### config.mk
export PLATFORM = sky130hd
export DESIGN_NAME = mem_access_stage
export DESIGN_NICKNAME = d
export VERILOG_FILES = /design/src/rtl/mem_access_stage.sv
export SDC_FILE = /design/constraint.sdc
export NUM_CORES = 1
export LEC_CHECK = 0
export BUFFER_PORTS_ARGS = -buffer_cell sky130_fd_sc_hd__buf_2
export CORE_MARGIN = 2
export CORE_UTILIZATION = 44
export CTS_CLUSTER_SIZE = 40
export DETAILED_ROUTE_END_ITERATION = 8
export GPL_TIMING_DRIVEN = 0
export HOLD_SLACK_MARGIN = 0.1
export PLACE_DENSITY_LB_ADDON = 0.12
export SETUP_SLACK_MARGIN = 0.3
export SKIP_CTS_REPAIR_TIMING = 1
export SLEW_MARGIN = 0
export SYNTH_ARGS = -nofsm -noshare
export SYNTH_HDL_FRONTEND = slang
export SYNTH_SLANG_ARGS = --single-unit
### constraint.sdc
create_clock -name Clk -period 1.93 [get_ports Clk]
set_input_delay 0.0965 -clock Clk [delete_from_list [all_inputs] [get_ports Clk]]
set_output_delay 0.0965 -clock Clk [all_outputs]
set_load 0.02 [all_outputs]
### src/rtl/mem_access_stage.sv
// rtl/mem_access_stage.sv - MEM-stage load/store unit with req/ack data-memory handshake
module mem_access_stage #(
    parameter int unsigned MAX_WAIT = 255
) (
    input  logic        Clk,
    input  logic        Rst,
    input  logic        EX_Valid,
    input  logic        EX_MemRead,
    input  logic        EX_MemWrite,
    input  logic [1:0]  EX_MemSize,
    input  logic        EX_MemSigned,
    input  logic        EX_RegWrite,
    input  logic        EX_CondMov,
    input  logic        EX_ZeroFlag,
    input  logic [31:0] EX_ALUResult,
    input  logic [31:0] EX_WriteData,
    input  logic [4:0]  EX_WriteRegister,
    output logic        Mem_Req,
    output logic        Mem_We,
    output logic [31:0] Mem_Addr,
    output logic [31:0] Mem_WData,
    output logic [3:0]  Mem_BE,
    input  logic [31:0] Mem_RData,
    input  logic        Mem_Ack,
    output logic        Stall,
    output logic        MEM_RegWrite,
    output logic        MEM_CondMov,
    output logic        MEM_ZeroFlag,
    output logic [31:0] MEM_ALUResult,
    output logic [4:0]  MEM_WriteRegister,
    output logic        MisalignErr,
    output logic        BusErr
);
    typedef enum logic [1:0] {
        S_IDLE = 2'd0,
        S_REQ  = 2'd1,
        S_DONE = 2'd2
    } state_t;

    // Last REQ cycle (counted from 0) that may still wait for an ack.
    localparam logic [7:0] WAIT_LAST = 8'(MAX_WAIT - 1);

    state_t      state_q, state_d;
    logic        mem_req_q, mem_req_d;
    logic        mem_we_q, mem_we_d;
    logic [31:0] mem_addr_q, mem_addr_d;
    logic [31:0] mem_wdata_q, mem_wdata_d;
    logic [3:0]  mem_be_q, mem_be_d;
    logic [7:0]  wait_cnt_q, wait_cnt_d;
    logic [31:0] load_buf_q, load_buf_d;
    logic        timeout_q, timeout_d;

    logic        is_mem_op;
    logic        misaligned;
    logic [3:0]  lane_be;
    logic [31:0] lane_wdata;
    logic [7:0]  lane8;
    logic [15:0] lane16;
    logic [31:0] load_data;
    logic        stall_c;
    logic        misalign_c;
    logic        bus_c;
    logic        mem_rw_c;
    logic [31:0] mem_alu_c;

    // Decode the EX/MEM op: alignment and store byte-lane placement.
    always_comb begin
        is_mem_op  = EX_Valid & (EX_MemRead | EX_MemWrite);
        misaligned = ((EX_MemSize == 2'b01) & EX_ALUResult[0]) |
                     (EX_MemSize[1] & (EX_ALUResult[1:0] != 2'b00));
        lane_be    = 4'b1111;
        lane_wdata = EX_WriteData;
        case (EX_MemSize)
            2'b00: begin
                lane_be    = 4'b0001 << EX_ALUResult[1:0];
                lane_wdata = {4{EX_WriteData[7:0]}};
            end
            2'b01: begin
                lane_be    = EX_ALUResult[1] ? 4'b1100 : 4'b0011;
                lane_wdata = {2{EX_WriteData[15:0]}};
            end
            default: begin
                lane_be    = 4'b1111;
                lane_wdata = EX_WriteData;
            end
        endcase
    end

    // Pick the addressed lane out of the read word and extend it.
    always_comb begin
        case (EX_ALUResult[1:0])
            2'b00:   lane8 = Mem_RData[7:0];
            2'b01:   lane8 = Mem_RData[15:8];
            2'b10:   lane8 = Mem_RData[23:16];
            default: lane8 = Mem_RData[31:24];
        endcase
        lane16 = EX_ALUResult[1] ? Mem_RData[31:16] : Mem_RData[15:0];
        case (EX_MemSize)
            2'b00:   load_data = {{24{EX_MemSigned & lane8[7]}}, lane8};
            2'b01:   load_data = {{16{EX_MemSigned & lane16[15]}}, lane16};
            default: load_data = Mem_RData;
        endcase
    end

    // Access FSM: next state, request registers and MEM/WB-facing outputs.
    always_comb begin
        state_d     = state_q;
        mem_req_d   = mem_req_q;
        mem_we_d    = mem_we_q;
        mem_addr_d  = mem_addr_q;
        mem_wdata_d = mem_wdata_q;
        mem_be_d    = mem_be_q;
        wait_cnt_d  = wait_cnt_q;
        load_buf_d  = load_buf_q;
        timeout_d   = timeout_q;
        stall_c     = 1'b0;
        misalign_c  = 1'b0;
        bus_c       = 1'b0;
        mem_rw_c    = EX_Valid & EX_RegWrite;
        mem_alu_c   = EX_ALUResult;
        case (state_q)
            S_IDLE: begin
                wait_cnt_d = 8'd0;
                timeout_d  = 1'b0;
                if (is_mem_op) begin
                    if (misaligned) begin
                        misalign_c = 1'b1;
                        mem_rw_c   = 1'b0;
                    end else begin
                        stall_c     = 1'b1;
                        mem_req_d   = 1'b1;
                        mem_we_d    = EX_MemWrite;
                        mem_addr_d  = {EX_ALUResult[31:2], 2'b00};
                        mem_be_d    = lane_be;
                        mem_wdata_d = lane_wdata;
                        state_d     = S_REQ;
                    end
                end
            end
            S_REQ: begin
                stall_c = 1'b1;
                if (Mem_Ack) begin
                    if (!mem_we_q) begin
                        load_buf_d = load_data;
                    end
                    mem_req_d = 1'b0;
                    state_d   = S_DONE;
                end else if (wait_cnt_q == WAIT_LAST) begin
                    mem_req_d = 1'b0;
                    timeout_d = 1'b1;
                    state_d   = S_DONE;
                end else begin
                    wait_cnt_d = wait_cnt_q + 8'd1;
                end
            end
            S_DONE: begin
                if (!mem_we_q) begin
                    mem_alu_c = load_buf_q;
                end
                if (timeout_q) begin
                    mem_rw_c = 1'b0;
                    bus_c    = 1'b1;
                end
                state_d = S_IDLE;
            end
            default: state_d = S_IDLE;
        endcase
    end

    // State and request registers; reset abandons any outstanding access.
    always_ff @(posedge Clk or negedge Rst) begin
        if (!Rst) begin
            state_q     <= S_IDLE;
            mem_req_q   <= 1'b0;
            mem_we_q    <= 1'b0;
            mem_addr_q  <= 32'd0;
            mem_wdata_q <= 32'd0;
            mem_be_q    <= 4'd0;
            wait_cnt_q  <= 8'd0;
            load_buf_q  <= 32'd0;
            timeout_q   <= 1'b0;
        end else begin
            state_q     <= state_d;
            mem_req_q   <= mem_req_d;
            mem_we_q    <= mem_we_d;
            mem_addr_q  <= mem_addr_d;
            mem_wdata_q <= mem_wdata_d;
            mem_be_q    <= mem_be_d;
            wait_cnt_q  <= wait_cnt_d;
            load_buf_q  <= load_buf_d;
            timeout_q   <= timeout_d;
        end
    end

    assign Mem_Req           = mem_req_q;
    assign Mem_We            = mem_we_q;
    assign Mem_Addr          = mem_addr_q;
    assign Mem_WData         = mem_wdata_q;
    assign Mem_BE            = mem_be_q;
    assign Stall             = Rst & stall_c;
    assign MisalignErr       = Rst & misalign_c;
    assign BusErr            = Rst & bus_c;
    assign MEM_RegWrite      = mem_rw_c;
    assign MEM_CondMov       = EX_CondMov;
    assign MEM_ZeroFlag      = EX_ZeroFlag;
    assign MEM_ALUResult     = mem_alu_c;
    assign MEM_WriteRegister = EX_WriteRegister;
endmodule

== Word level (Yosys, flattened, before mapping) ==
Index checks and enable logic that the tools add are counted.

* Register bits: 111
* Bits of input ports: 113
* Logic and storage cells: 83

* Add/subtract/negate cells: 1
* Eq/ne operators: 12
* Shift operators: 1
* Multiplexer cells: 36
* Bitwise gates (word level): 13
* Reductions and logical operators: 11

{| class="wikitable"
|+ Operators by type and width
! operator !! number
|-
| $pmux 32 s2 || 2
|-
| $mux 32 || 2
|-
| $pmux 8 s3 || 1
|-
| $mux 1 || 16
|-
| $mux 16 || 1
|-
| $mux 8 || 2
|-
| $pmux 8 s2 || 1
|-
| $reduce_and 3->1 || 5
|-
| $ne 2x2->1 const B || 5
|-
| $and 1x1->1 || 9
|-
| $add 8x1->8 const B || 1
|-
| $eq 8x8->1 const B || 1
|-
| $mux 2 || 4
|-
| $pmux 1 s2 || 4
|-
| $pmux 4 s2 || 1
|-
| $eq 2x1->1 const B || 3
|-
| $logic_not 2->1 || 3
|-
| $eq 2x2->1 const B || 2
|-
| $mux 4 || 1
|-
| $pmux 2 s2 || 1
|-
| $reduce_and 4->1 || 1
|-
| $reduce_bool 2->1 || 2
|-
| $shl 1x2->4 const A || 1
|-
| $ne 3x3->1 const B || 1
|-
| 2 further kinds || 4
|}

== Depth between registers and ports, before layout ==
* Depth in word-level cells: 7
* Depth in mapped cells: 7
* Gate-level depth less buffers: 6

== Worst setup path after synthesis ==
OpenSTA, ideal clock, no wires.

* Path kind: reg-to-reg
* From: reg wait_cnt_q[0]
* To: reg wait_cnt_q[5]
* Arrival: 1,758 ps
* Data required time: 1,854 ps
* Slack: 95 ps
* Cell stages (with the launch flop): 7
* Path buffers: 0
* Clock period less this slack: 1,835 ps
* Cell sequence: dfrtp_1 -> inv_1 -> ha_1 -> and3_1 -> a221o_1 -> or4_1 -> o21ai_1

* Cells in the longest elaborated chain, start to end: 4
* Elaborated cells between the ends (all ways): 7
* Classes of those cells: add/sub (1); eq/ne (2); mux (3); reduce/logical (1)

{| class="wikitable"
|+ Ends and longest elaborated chain
! item !! line !! source
|-
| start, declared || 49 || <nowiki>logic [7:0] wait_cnt_q, wait_cnt_d;</nowiki>
|-
| start signal, assigned || 189 || <nowiki>wait_cnt_q <= wait_cnt_d;</nowiki>
|-
| $add 8x1->8 || 153 || <nowiki>wait_cnt_d = wait_cnt_q + 8'd1;</nowiki>
|-
| $mux 8 || 148 || <nowiki>end else if (wait_cnt_q == WAIT_LAST) begin</nowiki>
|-
| $mux 8 || 142 || <nowiki>if (Mem_Ack) begin</nowiki>
|-
| $pmux 8 s2 || 121 || <nowiki>case (state_q)</nowiki>
|}

Several ways; a longest one is shown, not always the timed one. The select of a mux whose other input is x is not followed.
A chain may end at the register's enable or synchronous reset.

== Worst setup path in the final report ==
* From: reg state_q[1]
* To: out MEM_ALUResult[3]

* Cells in the longest elaborated chain, start to end: 2

{| class="wikitable"
|+ Ends and longest elaborated chain
! item !! line !! source
|-
| start, declared || 43 || <nowiki>state_t state_q, state_d;</nowiki>
|-
| start signal, assigned || 183 || <nowiki>state_q <= state_d;</nowiki>
|-
| $eq 2x2->1 || 121 ||
|-
| $mux 32 || 121 ||
|-
| end, declared || 29 || <nowiki>output logic [31:0] MEM_ALUResult,</nowiki>
|}

Every way passes these cells.

==> summary.md <==
| Metric | Value |
|---|---|
| Cell family with most CP delay | `buffers and inverters` |
| Worst-skew pair later-pin latency | `0.36 ns` |
| Violated checks | `negative setup slack` |
| Switching power total | `3183 µW` |
| Crit-path cells | `buf_6 > inv_8 > nor3_4 > buf_12 > buf_12 > mux2_1 > buf_2` |
| ANT nets after route | `0` |
| Max-cap viol count | `0` |
| Post-synthesis sequential area ratio | `0.4915` |
| Worst vdd ir | `0.5753 mV` |
| Number of global-route vias before repair | `5306` |
| CTS tree | `yes` |
| Synthesized cell area | `5652 µm²` |
| RSZ-0062 raised after global routing | `yes` |
| Clock transition at path regs | `0.07 ns` |
| Crit share post-route | `1.026` |
| Clock tree buffer depth | `2` |
| Initial Util | `0.4497` |
| Critical Path RT | `1.83 ns` |
| Crit-path max FO | `10` |
| Setup-failing EPs final | `18` |
| Minimum clock period | `1.979 ns` |
| # port buffers | `214` |
| Antenna diode count | `0` |
| Drt drc | `0` |
| Main synth FF type | `dfrtp_1` |
| Net Sw Frac | `0.3581` |
| Max-slew violations | `0` |
| Clock Tree Root | `clkbuf_16` |
| Most frequent cells after synthesis | `dfrtp_1 (111), nand2_1 (63), mux2_1 (52), nand3_1 (35), mux2_2 (28)` |
| Die Area | `13770 µm²` |
| Pwr Density | `982.6 nW/µm²` |
| Data arrival, critical path | `1.88 ns` |
| Synth Instances | `534` |
| GRT overflow | `0` |
| Clock Sinks | `111` |
| WHS | `0.08121 ns` |
| Util after Layout | `0.7197` |
| Num CTS Buffers | `9` |
| Pwr Total | `8888 µW` |
| Syn_area_per_cell | `10.58 µm²` |
| DPL Wire Length | `13010 µm` |
| WL final | `19930 µm` |
| WL/cell | `18.89 µm` |
| WP buf/inv | `5` |
| Final Hold Viols | `0` |
| Run status | `finished, violations left` |
| Setup CP Type | `register to output port` |
| CP endpoint kind | `output port` |
| Slowest-stage cell, CP | `dfrtp_1` |
| Slew @ Worst Pin | `0.8471 ns` |
| Placer Congestion | `0.8112` |
| Drt first pass iters | `6` |
| FF+latch count, synth | `111` |
| Nets | `993` |
| Hold WC Path Type | `input pin to register` |
| Share of cells above drive strength 1 | `0.4530` |
| Post-DR vias/cell | `5.378` |
| Die height | `117.3 µm` |
| Part of the power in registers | `0.408` |
| Clock power share | `0.215` |
| Synthesis Warnings | `0` |
| Crit-path max cell delay | `0.37 ns` |
| R2r setup slk | `0.02 ns` |
| Share of the synthesized area in the top cell type | `0.4915` |
| Initial antenna violation count | `1` |
| Async S/R FF share, synth | `1.000` |
| CP dominant cell by count | `buf_12` |
| Largest cells by area after synthesis | `dfrtp_1 (49%), mux2_1 (10%), mux2_2 (5.6%)` |
| P_int | `5705 µW` |
| Site row count | `41` |
| P_leak | `0.004419 µW` |
| Total track usage | `0.2529` |
| Max_slew headroom | `0.4309` |
| Highest achievable clock rate | `0.5052 GHz` |
| Die X | `117.3 µm` |
| Largest net degree at the start of global routing | `73` |
| Synth-to-Final Area Change | `60.04%` |
| 1st-iter DRT viols | `386` |
| Number of flops mapped to enable cells by yosys | `0` |
| Leading area contributor after synthesis | `dfrtp_1` |
| Cell with the most instances after synthesis | `dfrtp_1` |
| H-tree Lvls | `3` |
| Combinational power share | `0.377` |
| Setup TNS | `-0.5158 ns` |
| Count of cell types in the netlist | `51` |
| DR vias | `5674` |
| # IOs | `226` |
| Worst Setup Start Kind | `register` |
| Worst Skew | `0.006652 ns` |
| Core box area | `12570 µm²` |
| First-pass GRT wire length | `27700 µm` |
| Setup ws final | `-0.04945 ns` |
==> layer usage <==
metal	vias to the layer above	wire, µm	track usage
li1	2615	-	-
met1	2806	8214	0.3156
met2	216	10070	0.4302
met3	35	1194	0.06469
met4	2	434	0.08133
met5	-	11	0
==> registers in the layout, summed over array words and instances, names as in the netlist <==
name and flops:
wait_cnt_q 8, Mem_We 1, Mem_WData 32, Mem_BE 4, Mem_Addr 30, load_buf_q 32, timeout_q 1, state_q 2
Mem_Req 1
==> power groups by stage <==
stage | logic, µW | registers (µW) | clock network [µW]
2_1_floorplan | 1130 | 4090 | 0
3_3_place_gp | 2650 | 3610 | 0
3_5_place_dp | 2710 | 3640 | 0
4_1_cts | 2720 | 3600 | 1920
5_1_grt | 3580 | 3710 | 2030
6_report | 3350 | 3630 | 1910
==> placed cells by master, fill, tap and decap left out, types with 4 or more instances in the layout <==
cell           synthesis  final
dlygate4sd3_1          0     80
mux2_4                 0     34
a22o_1                 8      8
o21ai_0               25     15
nor2_1                27     26
buf_6                  2     25
dfrtp_1              111    107
buf_8                  0      5
buf_2                 19    206
dfrtp_2                0      4
a21oi_1               26     22
a31oi_1                4      4
o21ai_1               16     19
mux2_2                28     25
inv_1                  6      5
mux2_1                52     21
buf_4                 10     37
mux2i_1               25     25
a222oi_1               7      7
nand2_1               63     61
buf_12                 0      7
clkbuf_1              12      9
o21ai_2                0      7
clkbuf_16              0     13
nand3_1               35     35
a221oi_1               7      4
==> tightest hold or removal path, stage by stage <==
cell	delay [ns]
buf_2	0.07
a222oi_1	0.07
o21ai_0	0.16
==> logic make-up after synthesis <==
group | synth area share
DFF | 0.4915
muxes | 0.2077
other | 0.0006635
and+or+nand+nor | 0.1240
AOI/OAI and AO/OA | 0.1224
buffers and inverters | 0.04937
adders and majority gates | 0.004427
==> path summary, 6_finish.rpt <==
path | start | to | depth (start not counted)
setup reg to reg | state_q[1]$_DFFE_PN0P_ | Mem_Addr[25]$_DFFE_PN0P_ | 7
setup / recovery | state_q[1]$_DFFE_PN0P_ | MEM_ALUResult[3] | 7
hold / removal | Mem_RData[0] | load_buf_q[0]$_DFFE_PN0P_ | 3
hold reg to reg | Mem_WData[14]$_DFFE_PN0P_ | Mem_WData[14]$_DFFE_PN0P_ | 2
max in group asynchronous | Rst | Mem_WData[10]$_DFFE_PN0P_ | 3
min in group asynchronous | Rst | Mem_Addr[14]$_DFFE_PN0P_ | 3
==> through the flow <==
step | cells | worst slack (ns) | cell area (µm²)
after floorplan | 535 | 0.2451 | 5677
after global placement | 921 | -0.8223 | 6963
after detailed placement | 922 | -0.1333 | 6997
after CTS | 938 | -0.5264 | 7289
after global routing | 1055 | -0.08781 | 9045
final | 1055 | -0.04945 | 9045
==> layout make-up <==
type,count,area [µm²]
plain buffers,47,404.1
clock buffers,13,250.2
clock inverters,3,42.54
flip-flops and latches,111,2783
multi-input cells,371,2908
inverters,7,33.78
repair buffers,331,2409
well taps,172,215.2
fillers,916,3523
(Power assumes the default switching activity.)
